==> src/rtl/axi_write_stim_driver.sv <==
// Command-driven AXI write burst generator: one command yields a complete AW -> W -> B
// transaction with an incrementing data pattern, per-beat byte strobes and response capture.
`timescale 1ns/1ps
module axi_write_stim_driver #(
  parameter int AW = 32
) (
  input  logic          clk,
  input  logic          resetn,
  input  logic          cmd_valid,
  output logic          cmd_ready,
  input  logic [AW-1:0] cmd_addr,
  input  logic [7:0]    cmd_len,
  input  logic [2:0]    cmd_size,
  input  logic [1:0]    cmd_burst,
  input  logic [63:0]   cmd_seed,
  output logic [AW-1:0] awaddr_out,
  output logic [7:0]    awlen_out,
  output logic [2:0]    awsize_out,
  output logic [1:0]    awburst_out,
  output logic          awvalid_out,
  input  logic          awready_in,
  output logic [63:0]   wdata_out,
  output logic [7:0]    wstrb_out,
  output logic          wvalid_out,
  input  logic          wready_in,
  input  logic          bvalid_in,
  input  logic [1:0]    bresp_in,
  output logic          bready_out,
  output logic          done,
  output logic [1:0]    last_bresp,
  output logic          err,
  output logic [15:0]   txn_count
);

  typedef enum logic [1:0] {S_IDLE, S_AW, S_W, S_B} state_t;

  localparam logic [1:0] MODE_FIXED = 2'd0;
  localparam logic [1:0] MODE_INCR  = 2'd1;
  localparam logic [1:0] MODE_WRAP  = 2'd2;

  state_t        state_reg, state_next;
  logic [AW-1:0] addr_reg, addr_next;
  logic [7:0]    len_reg, len_next;
  logic [1:0]    size_reg, size_next;
  logic [1:0]    burst_reg, burst_next;
  logic [1:0]    mode_reg, mode_next;
  logic [63:0]   seed_reg, seed_next;
  logic [7:0]    beat_reg, beat_next;
  logic [AW-1:0] beat_addr_reg, beat_addr_next;
  logic [63:0]   wdata_reg, wdata_next;
  logic [7:0]    wstrb_reg, wstrb_next;
  logic          cmd_ready_reg, cmd_ready_next;
  logic          awvalid_reg, awvalid_next;
  logic          wvalid_reg, wvalid_next;
  logic          bready_reg, bready_next;
  logic          done_reg, done_next;
  logic [1:0]    last_bresp_reg, last_bresp_next;
  logic          err_reg, err_next;
  logic [15:0]   txn_count_reg, txn_count_next;

  logic [1:0]    size_clamped;
  logic          wrap_len_ok;
  logic [AW-1:0] beat_addr_adv;

  // Byte lanes covered by one beat: the low address bits aligned down to the beat size.
  function automatic logic [7:0] strobe_of(input logic [2:0] addr_lo, input logic [1:0] size);
    logic [7:0] mask;
    logic [2:0] lane;
    case (size)
      2'd0:    begin mask = 8'h01; lane = addr_lo;                 end
      2'd1:    begin mask = 8'h03; lane = {addr_lo[2:1], 1'b0};    end
      2'd2:    begin mask = 8'h0F; lane = {addr_lo[2], 2'b00};     end
      default: begin mask = 8'hFF; lane = 3'd0;                    end
    endcase
    return mask << lane;
  endfunction

  function automatic logic [AW-1:0] advance_addr(input logic [AW-1:0] addr, input logic [1:0] size,
                                                 input logic [7:0] len, input logic [1:0] mode);
    logic [AW-1:0] nbytes, aligned, incr, span, base, result;
    nbytes  = AW'(1) << size;
    aligned = addr & ~(nbytes - AW'(1));
    incr    = aligned + nbytes;
    span    = AW'({1'b0, len} + 9'd1) << size;
    base    = addr & ~(span - AW'(1));
    case (mode)
      MODE_FIXED: result = addr;
      MODE_WRAP:  result = (incr == base + span) ? base : incr;
      default:    result = incr;
    endcase
    return result;
  endfunction

  assign size_clamped  = (cmd_size > 3'd3) ? 2'd3 : cmd_size[1:0];
  assign wrap_len_ok   = (cmd_len == 8'd1) || (cmd_len == 8'd3) || (cmd_len == 8'd7) || (cmd_len == 8'd15);
  assign beat_addr_adv = advance_addr(beat_addr_reg, size_reg, len_reg, mode_reg);

  always_ff @(posedge clk or negedge resetn) begin
    if (!resetn) begin
      state_reg      <= S_IDLE;
      addr_reg       <= '0;
      len_reg        <= '0;
      size_reg       <= '0;
      burst_reg      <= '0;
      mode_reg       <= '0;
      seed_reg       <= '0;
      beat_reg       <= '0;
      beat_addr_reg  <= '0;
      wdata_reg      <= '0;
      wstrb_reg      <= '0;
      cmd_ready_reg  <= 1'b0;
      awvalid_reg    <= 1'b0;
      wvalid_reg     <= 1'b0;
      bready_reg     <= 1'b0;
      done_reg       <= 1'b0;
      last_bresp_reg <= '0;
      err_reg        <= 1'b0;
      txn_count_reg  <= '0;
    end else begin
      state_reg      <= state_next;
      addr_reg       <= addr_next;
      len_reg        <= len_next;
      size_reg       <= size_next;
      burst_reg      <= burst_next;
      mode_reg       <= mode_next;
      seed_reg       <= seed_next;
      beat_reg       <= beat_next;
      beat_addr_reg  <= beat_addr_next;
      wdata_reg      <= wdata_next;
      wstrb_reg      <= wstrb_next;
      cmd_ready_reg  <= cmd_ready_next;
      awvalid_reg    <= awvalid_next;
      wvalid_reg     <= wvalid_next;
      bready_reg     <= bready_next;
      done_reg       <= done_next;
      last_bresp_reg <= last_bresp_next;
      err_reg        <= err_next;
      txn_count_reg  <= txn_count_next;
    end
  end

  always_comb begin
    state_next      = state_reg;
    addr_next       = addr_reg;
    len_next        = len_reg;
    size_next       = size_reg;
    burst_next      = burst_reg;
    mode_next       = mode_reg;
    seed_next       = seed_reg;
    beat_next       = beat_reg;
    beat_addr_next  = beat_addr_reg;
    wdata_next      = wdata_reg;
    wstrb_next      = wstrb_reg;
    cmd_ready_next  = cmd_ready_reg;
    awvalid_next    = awvalid_reg;
    wvalid_next     = wvalid_reg;
    bready_next     = bready_reg;
    done_next       = 1'b0;
    last_bresp_next = last_bresp_reg;
    err_next        = err_reg;
    txn_count_next  = txn_count_reg;

    case (state_reg)
      S_IDLE: begin
        if (cmd_ready_reg && cmd_valid) begin
          addr_next      = cmd_addr;
          len_next       = cmd_len;
          size_next      = size_clamped;
          burst_next     = cmd_burst;
          seed_next      = cmd_seed;
          // WRAP with an illegal length and the reserved encoding both run as INCR.
          if (cmd_burst == 2'd0)
            mode_next = MODE_FIXED;
          else if ((cmd_burst == 2'd2) && wrap_len_ok)
            mode_next = MODE_WRAP;
          else
            mode_next = MODE_INCR;
          cmd_ready_next = 1'b0;
          awvalid_next   = 1'b1;
          state_next     = S_AW;
        end else begin
          cmd_ready_next = 1'b1;
        end
      end
      S_AW: begin
        if (awready_in) begin
          awvalid_next   = 1'b0;
          wvalid_next    = 1'b1;
          beat_next      = 8'd0;
          beat_addr_next = addr_reg;
          wdata_next     = seed_reg;
          wstrb_next     = strobe_of(addr_reg[2:0], size_reg);
          state_next     = S_W;
        end
      end
      S_W: begin
        if (wready_in) begin
          if (beat_reg == len_reg) begin
            wvalid_next = 1'b0;
            bready_next = 1'b1;
            state_next  = S_B;
          end else begin
            beat_next      = beat_reg + 8'd1;
            beat_addr_next = beat_addr_adv;
            wdata_next     = seed_reg + {56'd0, beat_reg + 8'd1};
            wstrb_next     = strobe_of(beat_addr_adv[2:0], size_reg);
          end
        end
      end
      S_B: begin
        if (bvalid_in) begin
          bready_next     = 1'b0;
          last_bresp_next = bresp_in;
          err_next        = err_reg | (bresp_in != 2'b00);
          txn_count_next  = txn_count_reg + 16'd1;
          done_next       = 1'b1;
          cmd_ready_next  = 1'b1;
          state_next      = S_IDLE;
        end
      end
      default: state_next = S_IDLE;
    endcase
  end

  assign cmd_ready   = cmd_ready_reg;
  assign awaddr_out  = addr_reg;
  assign awlen_out   = len_reg;
  assign awsize_out  = {1'b0, size_reg};
  assign awburst_out = burst_reg;
  assign awvalid_out = awvalid_reg;
  assign wdata_out   = wdata_reg;
  assign wstrb_out   = wstrb_reg;
  assign wvalid_out  = wvalid_reg;
  assign bready_out  = bready_reg;
  assign done        = done_reg;
  assign last_bresp  = last_bresp_reg;
  assign err         = err_reg;
  assign txn_count   = txn_count_reg;

endmodule

==> config.mk <==
export PLATFORM = sky130hd
export DESIGN_NAME = axi_write_stim_driver
export DESIGN_NICKNAME = d
export VERILOG_FILES = /design/src/rtl/axi_write_stim_driver.sv
export SDC_FILE = /design/constraint.sdc
export NUM_CORES = 1
export LEC_CHECK = 0
export CORE_ASPECT_RATIO = 0.6
export CORE_MARGIN = 4
export CORE_UTILIZATION = 30
export DETAILED_ROUTE_END_ITERATION = 7
export PLACE_DENSITY = 0.49
export SYNTH_ARGS = -nofsm -noshare
export SYNTH_HDL_FRONTEND = slang
export SYNTH_SLANG_ARGS = --single-unit
==> constraint.sdc <==
create_clock -name clk -period 5.5 [get_ports clk]
set_input_delay 0.55 -clock clk [delete_from_list [all_inputs] [get_ports clk]]
set_output_delay 0.55 -clock clk [all_outputs]
set_load 0.01 [all_outputs]
==> metrics.md <==
| Metric | Value |
|---|---|
| Avg Inst Size Synth | approximately 9.2 um^2 |
| Max-cap viol count | 0 |
| Critical Path End | wstrb_out[6] |
| Measured slew at the worst slew-check pin | approximately 1.1 ns |
| Root buf cell | clkbuf_16 |
| Num CTS Buffers | 27 |
| Worst reg-to-reg setup slack | 0.02 ns |
| Drt pass-1 iters | 7 |
| Fin Setup TNS | 0 ns |
| Crit Path Category | flop to flop |
| Register-to-Register Path Depth | 21 |
| Commonest non-fill, non-tap cells in the layout | 262 x buf_4, 255 x clkdlybuf4s50_1, 244 x dfrtp_1 |
| Slew HR | between 20% and 30% |
| Skew-Pair Late Insertion Delay | around 0.57 ns |
| Register area | between 0.006 and 0.007 mm^2 |
| Core area | 0.0512 mm^2 |
| Sequential area share after synthesis | about two fifths |
| Vias in the first global route | 14914 |
| Syn_nets | between 1500 and 2000 |
| Met3 Use GR | roughly 8.2% |
| Met1 usage | between 30% and 40% |
| Synth Flop Type | dfrtp_1 |
| Number of antenna diodes | 0 |
| Most Crowded Layer GR | met1 |
| Total track usage | between 20% and 30% |
| First-pass GRT wire length | roughly 95000 um |
| Arrival time at the worst endpoint | approximately 5.9 ns |
| Worst setup path start | awlen_out[0] |
| # setup viols final | 0 |
| Met2 Track Usage GR | a little under 30% |
| Leakage | 9.14 nW |
| Final core utilization | approximately 44% |
| F_max | about 180 MHz |
| CP max-delay cell | or4_4 |
| Vias | 15141 |
| Net load switching power | 6.85 mW |
| Power per cell area | between 600 and 700 mW/mm^2 |
| Reg-to-reg startpoint | awlen_out[0] |
| Mapped cell area | roughly 0.016 mm^2 |
| Worst vdd ir | 371 uV |
| Comb power frac | a little over three fifths |
| Layout cells sized above 1 | roughly a quarter |
| Stages on the worst setup path | 21 |
| CTS tree | done |
| EDFF count, synth | 0 |
| Worst path max stage delay | 0.54 ns |
| Fin crit share | between 90% and 100% |
| H-tree levels | 1 |
| Status | finished with violations |
| Initial core utilization | between 30% and 40% |
| Synth-to-Final Area Change | 43.4% |
| CP required | 5.96 ns |
| Antenna Violating Nets Remaining | 0 |
| I/O pins | roughly 260 |
| Grt total ovfl | 0 |
| Initial antenna violation count | 2 |
| Clk_skew | between 0.01 and 0.015 ns |
| Mean routed wirelength per cell | roughly 22 um |
| Hold_buf cts | 0 |
| Final Max Slew Viols | 0 |
| Reg clk slew, reported paths | about 0.070 ns |
| Net Sw Frac | a little under half |
| Critical path's top delay family | simple AND/OR/NAND/NOR gates |
| Buffers & Inverters on Critical Path | 5 |
| Final hold vios | 9 |
| Min Clock Period, post-route | around 5.5 ns |
| Synth Warn # | 0 |
| Yosys reg bits | roughly 250 |
| Sequence of cells on the critical path | ha_4 > or2_4 > buf_4 > a32o_1 > nor4_4 > buf_4 > o2111ai_4 > buf_4 > or4_4 > nand2_1 > xnor2_1 > a211oi_1 > a2111o_1 > nor4_2 > buf_4 > and4_4 > and2_4 > buf_6 > o31ai_4 > or3_4 > a32o_1 |
| Chip Width | 302 um |
| WHS | -0.0435 ns |
| Commonest non-fill, non-tap cell in the layout | buf_4 |
| Failing checks | negative hold slack |
| Mapped Cells | 1689 |
| CP max FO | 4 |
| Die height | between 150 and 200 um |
| Final nets | around 2300 |
| Async set-reset flop share out of synthesis | 100% |
| Clk sinks | approximately 250 |
| Post-DP HPWL | between 40000 and 50000 um |
| Sequential share of power | 24.4% |
| Max clock buf depth | 3 |
| CP most frequent cell | buf_4 |
| Fillers | between 4000 and 5000 |
| Crit path launch type | flop |
| Pint | about 8.1 mW |
| Std-Cell Rows | 64 |
| Port Buffers | around 260 |
| Largest net degree at the start of global routing | 114 |
| Setup crit end kind | flop |
| Clock power frac | between 10% and 20% |
| Min-Delay Path Class | input pin to asynchronous set/reset pin |
| Vias per inst | 5.28 |
| Initial DRC Count | around 1400 |
| Die area | around 0.056 mm^2 |
| GP Congestion | between 0.9 and 1 |
| RSZ-0062 raised after global routing | yes |
| Area occupied by multi-input gates | approximately 0.0094 mm^2 |
| Synth unique cells | around 110 |
| Final Routed Wirelength | 63900 um |
| DRC violations left | 0 |
| RR Endpoint | wstrb_out[6] |
[layer usage]
layer  part of all wire (%)  routed length, um  up-vias
met4                    1.7               1110        4
li1                       -                  -     7045
met5                  0.061                 39        -
met3                     10               6540       59
met1                     49              31500     7518
met2                     39              24700      515
[through the flow]
step | hold WS (ns) | setup WS (ns) | instances | instance area [um^2] | power [mW]
CTS | 0.00347 | 0.00270 | 2850 | 21700 | 14.4
detailed placement | 0.466 | -0.384 | 2782 | 20500 | 12.2
global route | 0.0266 | -0.160 | 2870 | 22400 | 15.8
floorplan | 0.254 | 0.00620 | 1689 | 15600 | 8.13
finish | -0.0435 | 0.0225 | 2870 | 22400 | 14.9
global placement | 0.462 | -0.281 | 2782 | 20500 | 12.2
[worst register-to-register path, cell delays in order, from the launching register on]
cell and delay [ns]:
dfrtp_2 0.44, ha_4 0.25, or2_4 0.26, buf_4 0.16, a32o_1 0.32, nor4_4 0.38
buf_4 0.19, o2111ai_4 0.16, buf_4 0.18, or4_4 0.54, nand2_1 0.13, xnor2_1 0.20
a211oi_1 0.12, a2111o_1 0.37, nor4_2 0.27, buf_4 0.15, and4_4 0.24, and2_4 0.16
buf_6 0.12, o31ai_4 0.08, or3_4 0.38, a32o_1 0.26
[power by group through the flow]
stage	Sequential [mW]	Combinational [mW]	Clock, mW
after floorplan	3.49	4.64	0
final	3.65	9.45	1.83
after detailed placement	3.64	8.59	0
after CTS	3.63	8.84	1.88
after global routing	3.76	10.1	1.96
after global placement	3.63	8.58	0
[cells in the mapped netlist (11+ instances only)]
cell	instances	share of area, %
dfrtp_1	248	40
nand2_1	211	5.1
o21ai_0	132	4.2
nor2_1	111	2.7
xnor2_1	108	6.1
mux2_2	107	7.7
clkbuf_1	73	1.8
nand3_1	72	2.3
a21oi_1	54	1.7
xor2_1	54	3.0
inv_1	41	0.99
and3_1	33	1.3
nor3_1	33	1.1
nand4_1	29	1.2
ha_1	22	1.8
a211oi_1	16	0.77
buf_2	14	0.45
nor4_1	14	0.56
and2_1	13	0.52
nor2b_1	13	0.52
o211ai_1	13	0.63
o31ai_1	12	0.58
a32o_1	11	0.71
[worst min path at each step]
stage                        startpoint             to  slack (ns)  depth (start not counted)
after global routing             resetn   seed_reg[42]        0.03                          1
final                            resetn   seed_reg[46]       -0.04                          1
after global placement    last_bresp[0]  last_bresp[0]        0.46                          2
after floorplan                  resetn  awaddr_out[0]        0.25                          0
after CTS                        resetn   seed_reg[43]       0.003                          1
after detailed placement  last_bresp[1]  last_bresp[1]        0.47                          2
[final cells by class]
type | count | share of cell area (%)
clock buffer | 41 | 3.48
sequential | 248 | 27.8
timing repair buffer | 537 | 21.5
inverter | 47 | 0.800
multi-input combinational | 1295 | 42.1
tap | 693 | 3.88
clock inverter | 9 | 0.408
[logic make-up after synthesis]
group	count (synthesis)	synth area share, %
fa+ha+maj	23	1.89
other cells	1	0.0240
compound gates	384	17.2
buf+inv	146	4.01
mux	116	8.30
simple gates	608	19.6
flops	248	39.8
xor+xnor	163	9.20
[what timing repair did]
item,in CTS,in global routing
resized for setup,44,92
cloned,0,1
setup endpoints to repair,38,40
pin swaps,20,48
setup buffers,18,19
(Power assumes the default switching activity.)
